[config.mk]
export PLATFORM = sky130hd
export DESIGN_NAME = e203_ifu_bjp_prdt
export DESIGN_NICKNAME = d
export VERILOG_FILES = /design/src/rtl/e203_ifu_bjp_prdt.sv
export SDC_FILE = /design/constraint.sdc
export NUM_CORES = 1
export LEC_CHECK = 0
export ABC_AREA = 1
export ABC_CLOCK_PERIOD_IN_PS = 5400
export BUFFER_PORTS_ARGS = -buffer_cell sky130_fd_sc_hd__buf_2
export CAP_MARGIN = 20
export CORE_MARGIN = 8
export CORE_UTILIZATION = 37
export CTS_CLUSTER_SIZE = 14
export DETAILED_ROUTE_END_ITERATION = 12
export GPL_ROUTABILITY_DRIVEN = 0
export PLACE_DENSITY = 0.65
export SYNTH_ARGS = -nofsm -noshare
export SYNTH_HDL_FRONTEND = slang
export SYNTH_SLANG_ARGS = --single-unit
[constraint.sdc]
create_clock -name clk -period 5.4 [get_ports clk]
set_input_delay 1.08 -clock clk [delete_from_list [all_inputs] [get_ports clk]]
set_output_delay 1.08 -clock clk [all_outputs]
set_load 0.05 [all_outputs]
[src/rtl/e203_ifu_bjp_prdt.sv]
// Static branch/jump predictor for the IFU mini-decode path.
// Resolves JALR base-register hazards before borrowing the shared rs1 read port.
module e203_ifu_bjp_prdt #(
    parameter int unsigned XLEN    = 32,
    parameter int unsigned RFIDX_W = 5
) (
    input  logic               clk,
    input  logic               rst,
    input  logic               in_valid,
    output logic               in_ready,
    input  logic [XLEN-1:0]    in_pc,
    input  logic               dec_rv32,
    input  logic               dec_bjp,
    input  logic               dec_jal,
    input  logic               dec_jalr,
    input  logic               dec_bxx,
    input  logic [RFIDX_W-1:0] dec_jalr_rs1idx,
    input  logic [XLEN-1:0]    dec_bjp_imm,
    input  logic               oitf_empty,
    input  logic               ir_valid,
    input  logic               ir_rdwen,
    input  logic [RFIDX_W-1:0] ir_rdidx,
    input  logic               ir_rs1en,
    input  logic [XLEN-1:0]    rf_x1,
    output logic               bpu2rf_rs1_ena,
    input  logic [XLEN-1:0]    rf2bpu_rs1,
    input  logic               flush,
    output logic               out_valid,
    input  logic               out_ready,
    output logic               prdt_taken,
    output logic [XLEN-1:0]    prdt_op1,
    output logic [XLEN-1:0]    prdt_op2,
    output logic [XLEN-1:0]    prdt_pc
);

    typedef enum logic [2:0] {
        IDLE,
        WAIT_DEP,
        RF_REQ,
        RF_RSP,
        OUT
    } state_e;

    state_e state, state_nxt;

    logic [RFIDX_W-1:0] rs1idx_q;
    logic               taken_q;
    logic [XLEN-1:0]    op1_q;
    logic [XLEN-1:0]    op2_q;

    logic               dec_is_jalr;
    logic               dec_rs1_x0;
    logic               dec_rs1_x1;
    logic [XLEN-1:0]    seq_step;
    logic               dec_taken;
    logic [XLEN-1:0]    dec_op1;
    logic [XLEN-1:0]    dec_op2;

    logic [RFIDX_W-1:0] cur_rs1;
    logic               dep;
    logic               rs1_is_x1_q;
    logic               accept;
    logic               rf_ena;
    logic               sample_x1;

    // Prediction for the instruction presented on the decode bus.
    always_comb begin
        dec_is_jalr = dec_bjp & ~dec_jal & dec_jalr;
        dec_rs1_x0  = (dec_jalr_rs1idx == '0);
        dec_rs1_x1  = (dec_jalr_rs1idx == RFIDX_W'(1));
        seq_step    = dec_rv32 ? XLEN'(4) : XLEN'(2);
        dec_taken   = 1'b0;
        dec_op1     = in_pc;
        dec_op2     = seq_step;
        if (dec_bjp) begin
            if (dec_jal) begin
                dec_taken = 1'b1;
                dec_op2   = dec_bjp_imm;
            end else if (dec_jalr) begin
                dec_taken = 1'b1;
                dec_op2   = dec_bjp_imm;
                dec_op1   = dec_rs1_x1 ? rf_x1 : '0;
            end else if (dec_bxx) begin
                dec_taken = dec_bjp_imm[XLEN-1];
                if (dec_bjp_imm[XLEN-1]) begin
                    dec_op2 = dec_bjp_imm;
                end
            end
        end
    end

    // In IDLE the hazard check looks at the incoming index, afterwards at the latched one.
    always_comb begin
        cur_rs1     = (state == IDLE) ? dec_jalr_rs1idx : rs1idx_q;
        dep         = ~oitf_empty | (ir_valid & ir_rdwen & (ir_rdidx == cur_rs1));
        rs1_is_x1_q = (rs1idx_q == RFIDX_W'(1));
        accept      = (state == IDLE) & in_valid;
        rf_ena      = (state == RF_REQ) & ~ir_rs1en & ~flush & ~rst;
        sample_x1   = (state == WAIT_DEP) & ~dep & rs1_is_x1_q;
    end

    always_ff @(posedge clk) begin
        if (rst | flush) begin
            state <= IDLE;
        end else begin
            state <= state_nxt;
        end
    end

    always_comb begin
        state_nxt = state;
        case (state)
            IDLE: begin
                if (in_valid) begin
                    if (~dec_is_jalr | dec_rs1_x0) begin
                        state_nxt = OUT;
                    end else if (dep) begin
                        state_nxt = WAIT_DEP;
                    end else begin
                        state_nxt = dec_rs1_x1 ? OUT : RF_REQ;
                    end
                end
            end
            WAIT_DEP: begin
                if (~dep) begin
                    state_nxt = rs1_is_x1_q ? OUT : RF_REQ;
                end
            end
            RF_REQ: begin
                if (rf_ena) begin
                    state_nxt = RF_RSP;
                end else if (dep) begin
                    state_nxt = WAIT_DEP;
                end
            end
            RF_RSP:  state_nxt = OUT;
            OUT: begin
                if (out_ready) begin
                    state_nxt = IDLE;
                end
            end
            default: state_nxt = IDLE;
        endcase
    end

    // Operand 1 may be overwritten after acceptance once the base register is readable.
    always_ff @(posedge clk) begin
        if (rst | flush) begin
            rs1idx_q <= '0;
            taken_q  <= 1'b0;
            op1_q    <= '0;
            op2_q    <= '0;
        end else begin
            if (accept) begin
                rs1idx_q <= dec_jalr_rs1idx;
                taken_q  <= dec_taken;
                op1_q    <= dec_op1;
                op2_q    <= dec_op2;
            end
            if (sample_x1) begin
                op1_q <= rf_x1;
            end
            if (state == RF_RSP) begin
                op1_q <= rf2bpu_rs1;
            end
        end
    end

    always_comb begin
        in_ready       = (state == IDLE);
        out_valid      = (state == OUT);
        bpu2rf_rs1_ena = rf_ena;
        prdt_taken     = taken_q;
        prdt_op1       = op1_q;
        prdt_op2       = op2_q;
        prdt_pc        = op1_q + op2_q;
    end

endmodule

Yosys cells after proc, flatten, opt, wreduce, memory -nomap -nowiden
Index checks and enable logic that the tools add are counted.

Register bits after elaboration: 73. Latch bits: 0. RAM bits: 0. ROM bits: 0. Input port bits: 152. Output and inout port bits: 100. Word-level logic and storage cells: 69. Memories kept: 0.

$add $sub $neg: 1. Multiply operators: 0. Divide/modulo/power cells: 0. $lt $le $gt $ge: 0. Eq/ne operators: 11. Shifts and indexed selects: 0. Muxes and demuxes: 28. Bitwise gates (word level): 20. Reduce and logical (&&, ||, !) cells: 4.

Operators by type and width (number): 32-bit 2-to-1 mux (12); 32-bit adder (1); 3-bit 2-to-1 mux (10); 3-bit case mux with 5 select lines (1); 1-bit AND (10); 5-bit by 1-bit equality test with 1-bit output (second input constant) (2); 1-bit inverter (7); 3-bit by 2-bit equality test with 1-bit output (second input constant) (2); 5-bit equality test (1); 5-bit logical NOT (1); 5-bit 2-to-1 mux (1); 1-bit 2-to-1 mux (4); 2-bit inequality test (second input constant) (2); 4-bit AND reduction (1); 3-bit by 1-bit equality test with 1-bit output (second input constant) (1); 3-bit equality test (second input constant) (1); 3-bit logical NOT (1); 3-bit inequality test (second input constant) (1); 1-bit OR (3); 3-bit nonzero test (1); 2-bit by 1-bit inequality test with 1-bit output (second input constant) (1).

Depth between registers and ports, before layout
Gate-level depths: netlist (run 1).

Depth after elaboration: 10. Gate-level depth with buffers: 14. Gate-level depth less buffers: 14.

Least setup slack after synthesis (run 1)
OpenSTA, ideal clock, no wires.

Path kind: flip-flop to output port. Start point: reg op2_q[0], in the netlist prdt_op2[0]. End point: out prdt_pc[20]. Arrival: 3.176 ns. Required time: 4.320 ns. Slack: 1.144 ns. Stages on the path, launching flop included: 11. Buffers on the path: 0. Cell sequence: dfxtp_1 ha_1 inv_1 fa_1 o21ai_0 a21oi_1 o21ai_0 nand2_1 nand2_1 a21oi_1 xnor2_1.

Word-level cells in the longest chain between the ends: 1.

RTL lines: start, declared (RTL line 49) `logic [XLEN-1:0] op2_q;`; start signal, assigned (RTL line 158) `op2_q <= dec_op2;`; 32-bit adder (RTL line 176) `prdt_pc = op1_q + op2_q;`; end, declared (RTL line 33) `output logic [XLEN-1:0] prdt_pc`.

Every way passes these cells.

Worst setup path in the final report (run 1)
Start point: reg op1_q[0], in the netlist prdt_op1[0]. End point: out prdt_pc[28].

Word-level cells in the longest chain between the ends: 1.

RTL lines: start, declared (RTL line 48) `logic [XLEN-1:0] op1_q;`; start signal, assigned (RTL line 157) `op1_q <= dec_op1;`; start signal, assigned (RTL line 161) `op1_q <= rf_x1;`; start signal, assigned (RTL line 164) `op1_q <= rf2bpu_rs1;`; 32-bit adder (RTL line 176).

Every way passes these cells.

==> metrics.cfg, run 1 <==
[clock_network]
numCtsBuffers = 9
hold_buffers = 0
htreeDepth = 3
clk_pin_slew_ns = 0.06
clk_latency_ns = 0.35
clock_sinks = 73
cts_tree = yes
cts_buffer_depth = 2
root_buffer = clkbuf_16
cts_resized = 0
post_cts_buffers = 0

[min_path]
hold_path_end = prdt_taken
hold_start = prdt_taken
hold_depth = 2
hold_class = flip-flop to flip-flop

[setup_path]
worstPathCellList = ha_1 -> inv_1 -> fa_1 -> o21ai_0 -> a21oi_1 -> o21ai_0 -> nand2_1 -> nand2_1 -> nand3_1 -> nand2_1 -> xor2_1 -> buf_2
worst-path-max-fanout = 4
crit_slowest_cell = o21ai_0
cp-start-kind = flip-flop
timing.rr.end = prdt_op1[1]
critPathCaptureType = output port
reg2reg_depth = 12
cp_data_arrival_time_ns = 3.28
rr_startpoint = state[1]
crit_buf_inv = 2
cp_common_cell = nand2_1
crit_path_max_incr_delay_ns = 0.53
r2r_slack_ns = 2.51
path_delay_family = compound AO/OA/AOI/OAI gates
path_class = flip-flop to output port
worst_ep_required_time_ns = 4.32

[logic_synthesis]
yosys_warnings = 0
ys_ff_latch = 73
ys_seq_area_share_pct = 24.2
synth_nets = 1197
synth_cell_types = 39
postSynth.asyncResetShare_pct = 0
syn_area_per_cell_um2 = 5.97
synth_top_flop_cell = dfxtp_1
synth-edff-count = 0
synth_area_um2 = 6050
synthCells = 1013

[power]
ir_drop_mv = 0.159
leakage_uw = 0.00441
powerDensity_nw_per_um2 = 219

[sta]
tns_ns = 0
final.period_utilization_pct = 80.8
period_needed_ns = 4.36
setup_viol = 0
hold_viol = 0
finalMaxSlewViolations = 0
slew_headroom_pct = 29.3
fmax_mhz = 229
skew_ns = 0.00809
rsz0062_at_grt = no
max_slew.worst_pin.slew_ns = 1.06

[drt]
vias = 7243
first_pass_iters = 5
finalWirelength_um = 23200
drtAntennaViolNets = 0
drc = 0
avgViaCountPerCell = 4.96
drt_iter0_drc = 479
post_drt_wl_per_cell_um = 15.9

[global_route]
grt_overflow = 0
grt_antenna_before_repair = 1
grt_pass1_vias = 6792
grt_pass1_wl_um = 35400
grtUsageTotal_pct = 22.0
grt_max_degree = 66

[layout]
area_growth_syn_to_layout_pct = 28.2
final_cells = 1461
fin_util_pct = 48.6
finalNetCount = 1424
drive_gt1_share_pct = 22.9
insertedDiodeCount = 0
fillers = 1780

[die]
rows = 46
die_area_um2 = 20700
start_util_pct = 37.9
fp.coreArea_um2 = 15900
io-pin-count = 252
chipWidth_um = 144
die_h_um = 144

[place]
dp.cells = 1445
numPortBuffers = 251
dp_hpwl_um = 18500

[status]
status = complete, no violations

[job]
cap_violations = 0

## tightest hold or removal path, cell delays in order (launching register included)
cell and delay, ns:
dfxtp_1 0.31, nand2_1 0.06, a21oi_1 0.06
## placed cells by master, fill, tap and decap left out, types with 6 or more instances in the layout
cell type and n:
nand4_1 12, o21ai_1 20, a21oi_1 100, nor2_1 70, ha_1 31, inv_1 150
o21ai_0 36, a21o_1 8, clkbuf_16 9, nand2_1 299, a31oi_1 35, nor3_1 9
buf_4 6, xnor2_1 9, dfxtp_1 73, xor2_1 19, nand3_1 71, buf_2 251
## worst max path at each step
stage | from | endpoint | slack, ns | depth (start not counted)
after detailed placement | prdt_op1[0] | prdt_pc[28] | 1.42 | 12
after CTS | prdt_op1[0] | prdt_pc[28] | 1.04 | 12
after global routing | prdt_op1[0] | prdt_pc[28] | 0.69 | 12
final | prdt_op1[0] | prdt_pc[28] | 1.04 | 12
after global placement | prdt_op1[0] | prdt_pc[28] | 1.47 | 12
after floorplan | prdt_op2[0] | prdt_pc[20] | 1.14 | 10
## power breakdown
group | switching, uW | leakage [uW] | internal (uW)
Clock | 259 | 0.000159 | 419
Sequential | 21.9 | 0.000594 | 558
Combinational | 307 | 0.00366 | 134
Total | 587 | 0.00441 | 1110
## final cells by class
class | count | area [um^2] | area share [%]
multi-input cells | 746 | 3820 | 49.2
inverters | 153 | 574 | 7.41
well taps | 216 | 270 | 3.49
repair buffers | 257 | 1300 | 16.8
clock inverters | 6 | 90.1 | 1.16
clock buffers | 10 | 239 | 3.08
flip-flops and latches | 73 | 1460 | 18.9
## routing by layer
metal / share of wire (%) / GRT usage (%) / vias up
li1: - / - / 3740
met1: 43 / 26.0 / 3223
met2: 47 / 37.5 / 248
met3: 8.8 / 6.87 / 30
met4: 1.8 / 5.81 / 2
met5: 0.043 / 0 / -
## through the flow
step                hold slack [ns]  setup WS, ns  total power (uW)  area [um^2]
floorplan                     0.438          1.14               884         6050
global placement              0.454          1.47              1030         7420
detailed placement            0.463          1.42              1040         7420
CTS                           0.472          1.04              1720         7750
global route                  0.495         0.692              1780         7750
finish                        0.470          1.04              1700         7750
## state kept, by name, summed over array words and instances (netlist names)
| name | count |
|---|---|
| prdt_op1 | 32 |
| prdt_op2 | 32 |
| rs1idx_q | 5 |
| state | 3 |
| prdt_taken | 1 |
## cells in the mapped netlist (8+ instances only)
cell | n | share of area [%]
nand3_1 | 71 | 5.9
ha_1 | 31 | 6.4
o21ai_1 | 20 | 1.7
inv_1 | 150 | 9.3
o21ai_0 | 36 | 3.0
nor3_1 | 10 | 0.83
xor2_1 | 19 | 2.8
nor2_1 | 72 | 4.5
nand4_1 | 12 | 1.2
a21oi_1 | 100 | 8.3
a21o_1 | 8 | 0.99
clkbuf_1 | 27 | 1.7
dfxtp_1 | 73 | 24
nand2_1 | 299 | 19
xnor2_1 | 9 | 1.3
a31oi_1 | 35 | 3.6
## cells by family after synthesis
group	Yosys count	synth area share, %
fa+ha+maj	32	6.75
flops	73	24.2
simple gates	475	33.0
buf+inv	194	12.9
compound gates	211	19.1
xor+xnor	28	4.06
Note: power is estimated with default switching activity, not from simulation.
==> run 2, diff against run 1 <==
--- a/config.mk
+++ b/config.mk
@@ -5,8 +5,8 @@
 export SDC_FILE = /design/constraint.sdc
 export NUM_CORES = 1
 export LEC_CHECK = 0
-export ABC_AREA = 1
-export ABC_CLOCK_PERIOD_IN_PS = 5400
+export ABC_AREA = 0
+export ABC_CLOCK_PERIOD_IN_PS = 4450
 export BUFFER_PORTS_ARGS = -buffer_cell sky130_fd_sc_hd__buf_2
 export CAP_MARGIN = 20
 export CORE_MARGIN = 8
@@ -14,7 +14,7 @@
 export CTS_CLUSTER_SIZE = 14
 export DETAILED_ROUTE_END_ITERATION = 12
 export GPL_ROUTABILITY_DRIVEN = 0
-export PLACE_DENSITY = 0.65
+export PLACE_DENSITY = 0.68
 export SYNTH_ARGS = -nofsm -noshare
 export SYNTH_HDL_FRONTEND = slang
 export SYNTH_SLANG_ARGS = --single-unit
==> constraint.sdc (replaced) <==
create_clock -name clk -period 4.45 [get_ports clk]
set_input_delay 0.89 -clock clk [delete_from_list [all_inputs] [get_ports clk]]
set_output_delay 0.89 -clock clk [all_outputs]
set_load 0.05 [all_outputs]
==> metrics.cfg, run 2 <==
[drt]
post_drt_wl_per_cell_um = 19.2
drt_iter0_drc = 377
vias = 5977
first_pass_iters = 5
finalWirelength_um = 20700
drtAntennaViolNets = 0
drc = 0
avgViaCountPerCell = 5.52

[die]
die_area_um2 = 18000
start_util_pct = 37.5
fp.coreArea_um2 = 13700
chipWidth_um = 134
io-pin-count = 252
rows = 43
die_h_um = 134

[setup_path]
timing.rr.end = prdt_op1[18]
cp_data_arrival_time_ns = 3.37
worst-path-max-fanout = 4
path_class = flip-flop to output port
cp-endpoint = prdt_pc[16]
rr_startpoint = state[2]
cp-start-kind = flip-flop
critPathCaptureType = output port
reg2reg_depth = 10
crit_start = prdt_op1[0]
worst_ep_required_time_ns = 3.56
r2r_slack_ns = 0.93

[global_route]
grt_pass1_vias = 5931
grt_antenna_before_repair = 2
grt_max_degree = 66
grtUsageTotal_pct = 22.5
grt_pass1_wl_um = 32100
grt_overflow = 0

[logic_synthesis]
synth_area_leaders = dfxtp_1 28%, nand2_1 8.1%, ha_1 7.5%
synth_nets = 849
yosys.area_share.simple_pct = 22.2
yosys_warnings = 0
syn_area_per_cell_um2 = 7.75
muxShareOfSynthArea_pct = 3.11
synth_cell_types = 63
synth_top_area_share_pct = 28.4
ys_ff_latch = 73
synth_most_common_cell = nand2_1
synth-edff-count = 0
ys_seq_area_share_pct = 28.4
synth_xor_area_share_pct = 4.59
synthCells = 665
synth_top_cell_by_area = dfxtp_1
synth_fa_ha_area_share_pct = 7.92
synth_top_flop_cell = dfxtp_1
synthTopCellsByCount = 111 x nand2_1, 73 x dfxtp_1, 69 x a21oi_1
synth_compound_area_share_pct = 28.4
synth_top_family_by_area = compound AO/OA/AOI/OAI gates
synth_area_um2 = 5150
postSynth.asyncResetShare_pct = 0

[layout]
area_growth_syn_to_layout_pct = 33.8
finalInstanceArea_um2 = 6890
fin_util_pct = 50.2
finalNetCount = 1083
layout_common_cells = 250 x buf_2, 111 x nand2_1, 73 x dfxtp_1
insertedDiodeCount = 0
mostFrequentLayoutCell = buf_2
drive_gt1_share_pct = 33.4

[min_path]
hold_class = flip-flop to flip-flop
hold_depth = 2
hold_start = prdt_op2[22]

[power]
fin_total_pwr_uw = 1870
ir_drop_mv = 0.160
powerDensity_nw_per_um2 = 272
leakage_uw = 0.00347

[sta]
final.period_utilization_pct = 95.7
skew_ns = 0.00704
finalMaxSlewViolations = 0
hold_viol = 0
period_needed_ns = 4.26
slew_headroom_pct = 39.0
fmax_mhz = 235
hold_ws_ns = 0.469
max_slew.worst_pin.slew_ns = 0.915
setup_viol = 0

[clock_network]
hold_buffers = 0
clock_sinks = 73
cts_buffer_depth = 2
clk_pin_slew_ns = 0.06
htreeDepth = 3
root_buffer = clkbuf_16
cts_tree = yes
clk_latency_ns = 0.34
numCtsBuffers = 9

[place]
numPortBuffers = 251
place_area_um2 = 6550
dp_hpwl_um = 15600

[job]
cap_violations = 0

[status]
status = complete, no violations

run 2: cell count changes after synthesis, moves of 10 or more:
cell	delta
a22oi_1	+32
xnor2_1	+10
o21ai_0	-23
mux2i_1	+16
inv_1	-130
o21ai_1	-17
nor2_1	-46
xor2_1	-11
nand3_1	-31
o221ai_1	+18
nand2b_1	+10
nand2_1	-188
a21oi_1	-31
a31oi_1	-20
run 2: how the worst min path moves through the flow:
stage / endpoint / slack (ns)
floorplan: rs1idx_q[0] / 0.45
global placement: prdt_taken / 0.44
detailed placement: prdt_op2[22] / 0.46
CTS: prdt_op2[22] / 0.47
global route: prdt_op2[21] / 0.48
finish: prdt_op2[22] / 0.47
run 2: per-stage QoR:
step           instances  worst slack, ns   TNS, ns
2_1_floorplan        665            0.134         0
3_3_place_gp        1067            0.296         0
3_5_place_dp        1067            0.254         0
4_1_cts             1082           0.0458         0
5_1_grt             1083         -0.00392  -0.00479
6_report            1083            0.191         0
run 2: kinds of logic (layout without fill, tap and decap cells):
family                   after synthesis  after routing
AND/OR/NAND/NOR                      241            241
XOR/XNOR                              27             27
buffers and inverters                 64            302
adder cells (fa/ha/maj)               32             32
AO/OA/AOI/OAI                        212            212
multiplexers                          16             16
flip-flops                            73             73
run 2: repair_timing:
item | CTS | global route
endpoints found under the setup margin | 2 | 7
pin swaps | 0 | 1
endpoints found under the hold margin | 0 | 0
buffers inserted | 0 | 1
resized for setup | 1 | 7
run 2: routing by layer:
layer  GRT usage [%]  up-vias  share of wire (%)  wire length [um]
met5               0        -               0.13                27
met4            8.67        4                2.1               444
met3            6.99       30                8.6              1790
met2            37.8      262                 49             10100
met1            26.1     2751                 41              8410
li1                -     2930                  -                 -
run 2: critical path, cell delays in order (launching register included):
cell and delay [ns]:
dfxtp_1 0.32, ha_1 0.23, inv_1 0.08, fa_1 0.21, nor2b_1 0.07, o31ai_1 0.34, a21oi_2 0.14, a21oi_1 0.22
o21bai_2 0.12, a311oi_1 0.51, o31ai_1 0.14, a21oi_1 0.19, xnor2_1 0.15, buf_2 0.29
run 2: where the power goes:
| part | internal [uW] | switching (uW) | leakage, uW |
|---|---|---|---|
| sequential | 672 | 18.2 | 0.000592 |
| combinational | 142 | 294 | 0.00273 |
| clock | 460 | 288 | 0.000148 |
| total | 1270 | 600 | 0.00347 |
run 2: final cells by class:
class / instances / area (um^2)
clock inverters: 3 / 40.0
inverters: 21 / 81.3
flip-flops and latches: 73 / 1460
well taps: 180 / 225
repair buffers: 266 / 1370
clock buffers: 12 / 256
fillers: 1360 / 6830
multi-input cells: 528 / 3460
==> run 3, diff against run 2 <==
--- a/config.mk
+++ b/config.mk
@@ -13,7 +13,6 @@
 export CORE_UTILIZATION = 37
 export CTS_CLUSTER_SIZE = 14
 export DETAILED_ROUTE_END_ITERATION = 12
-export GPL_ROUTABILITY_DRIVEN = 0
 export PLACE_DENSITY = 0.68
 export SYNTH_ARGS = -nofsm -noshare
 export SYNTH_HDL_FRONTEND = slang
==> constraint.sdc (replaced) <==
create_clock -name clk -period 4.45 [get_ports clk]
set_input_delay 0.89 -clock clk [delete_from_list [all_inputs] [get_ports clk]]
set_output_delay 0.89 -clock clk [all_outputs]
set_load 0.1 [all_outputs]
==> metrics.cfg, run 3 (synthesized netlist as in run 2, its figures left out) <==
[setup_path]
crit_slowest_cell = buf_2
worst_ep_required_time_ns = 3.56
worst-path-max-fanout = 3
crit_start = prdt_op2[0]
rr_startpoint = state[2]
worstPathCellList = ha_4 -> inv_1 -> fa_1 -> nor2b_1 -> o31ai_1 -> a21oi_1 -> and3_1 -> o31ai_4 -> a21oi_2 -> o21a_1 -> nor2_1 -> xnor2_4 -> buf_2
crit_path_max_incr_delay_ns = 0.44
path_class = flip-flop to output port
cp-start-kind = flip-flop
cp_data_arrival_time_ns = 3.38
critPathCaptureType = output port

[drt]
drt_iter0_drc = 315
avgViaCountPerCell = 5.48
top_layer_used = met5
finalWirelength_um = 20700
met2WireLength_um = 9710
m1WireLength_um = 8720
post_drt_wl_per_cell_um = 19.2
drc = 0
vias = 5923
first_pass_iters = 5
drtAntennaViolNets = 0
wl_met3_um = 1940

[sta]
tns_ns = 0
fmax_mhz = 234
skew_ns = 0.0100
hold_viol = 0
rsz0062_at_grt = no
period_needed_ns = 4.27
setup_ws_ns = 0.180
max_slew.worst_pin.slew_ns = 0.821
setup_viol = 0
slew_headroom_pct = 45.3
finalMaxSlewViolations = 0
final.period_utilization_pct = 96.0

[layout]
finalInstanceArea_um2 = 7240
layout_common_cells = 244 x buf_2, 111 x nand2_1, 67 x a21oi_1
drive_gt1_share_pct = 39.3
final_cells = 1080
fillers = 1360
finalNetCount = 1079
area_growth_syn_to_layout_pct = 40.6
mostFrequentLayoutCell = buf_2
insertedDiodeCount = 0

[place]
place_area_um2 = 6960
gp_congestion = 0.837
dp_hpwl_um = 15800
dp.cells = 1064
numPortBuffers = 251
place_ws_ns = 0.467

[global_route]
grt_pass1_vias = 5847
grtUsageTotal_pct = 22.1
grt_max_degree = 51
grt_pass1_wl_um = 31600
grt_overflow = 0
grt_antenna_before_repair = 3

[clock_network]
post_cts_buffers = 0
htreeDepth = 3
cts_tree = yes
cts_buffer_depth = 2
root_buffer = clkbuf_16
hold_buffers = 0
clk_pin_slew_ns = 0.06
clk_latency_ns = 0.34
clock_sinks = 73
numCtsBuffers = 9

[die]
chipWidth_um = 134
rows = 43
start_util_pct = 37.5
die_h_um = 134
fp.coreArea_um2 = 13700
die_area_um2 = 18000
io-pin-count = 252

[min_path]
hold_start = prdt_op2[23]
hold_class = flip-flop to flip-flop

[power]
ir_drop_mv = 0.167
leakage_uw = 0.00355
powerDensity_nw_per_um2 = 268

[status]
status = complete, no violations

[job]
cap_violations = 0

## run 3: changes by cell type in the layout (fill, tap and decap cells not counted), sizes merged
cell,delta
buf,-4
clkbuf,+3
bufinv,-1
clkinv,-1
## run 3: report_power, final
part           internal (uW)  total (uW)  switching (uW)
Clock                    408         675             267
Sequential               663         682            18.6
Combinational            158         583             425
Total                   1230        1940             710
## run 3: per-layer routing
| metal | vias up | global-route usage, % |
|---|---|---|
| li1 | 2922 | - |
| met3 | 24 | 7.70 |
| met1 | 2721 | 25.9 |
| met5 | - | 0 |
| met2 | 250 | 37.3 |
| met4 | 6 | 6.36 |
## run 3: final timing paths
kind                            cells past startpoint  slack, ns      endpoint
worst min register to register                      2       0.46  prdt_op2[23]
worst max-delay path                               13       0.18   prdt_pc[24]
worst max register to register                     10       1.07   prdt_op1[4]
worst min-delay path                                2       0.46  prdt_op2[23]
## run 3: what timing repair did
item,4_1_cts,5_1_grt
resized for setup,0,4
hold endpoints to repair,0,0
setup endpoints to repair,0,3
## run 3: cell type report
type                            count  area (um^2)  share of cell area [%]
Timing Repair Buffer              262         1460                    20.1
Clock inverter                      1         5.00                  0.0691
Inverter                           21         81.3                    1.12
Clock buffer                       15          268                    3.70
Tap cell                          180          225                    3.11
Sequential cell                    73         1560                    21.6
Multi-Input combinational cell    528         3640                    50.3
## run 3: critical path: cells and delay by family (launching register included)
kind / cells / cell delay, ns
XOR/XNOR: 1 / 0.14
AO/OA/AOI/OAI: 5 / 1.11
adder cells (fa/ha/maj): 2 / 0.37
flip-flops: 1 / 0.35
buffers and inverters: 2 / 0.50
AND/OR/NAND/NOR: 3 / 0.56
## run 3: per-stage QoR
step	util (%)	hold WS, ns	power (uW)
detailed placement	50.7	0.459	1280
global route	52.8	0.485	2020
finish	52.8	0.462	1940
floorplan	-	0.449	1110
global placement	50.7	0.439	1280
CTS	52.7	0.467	1960
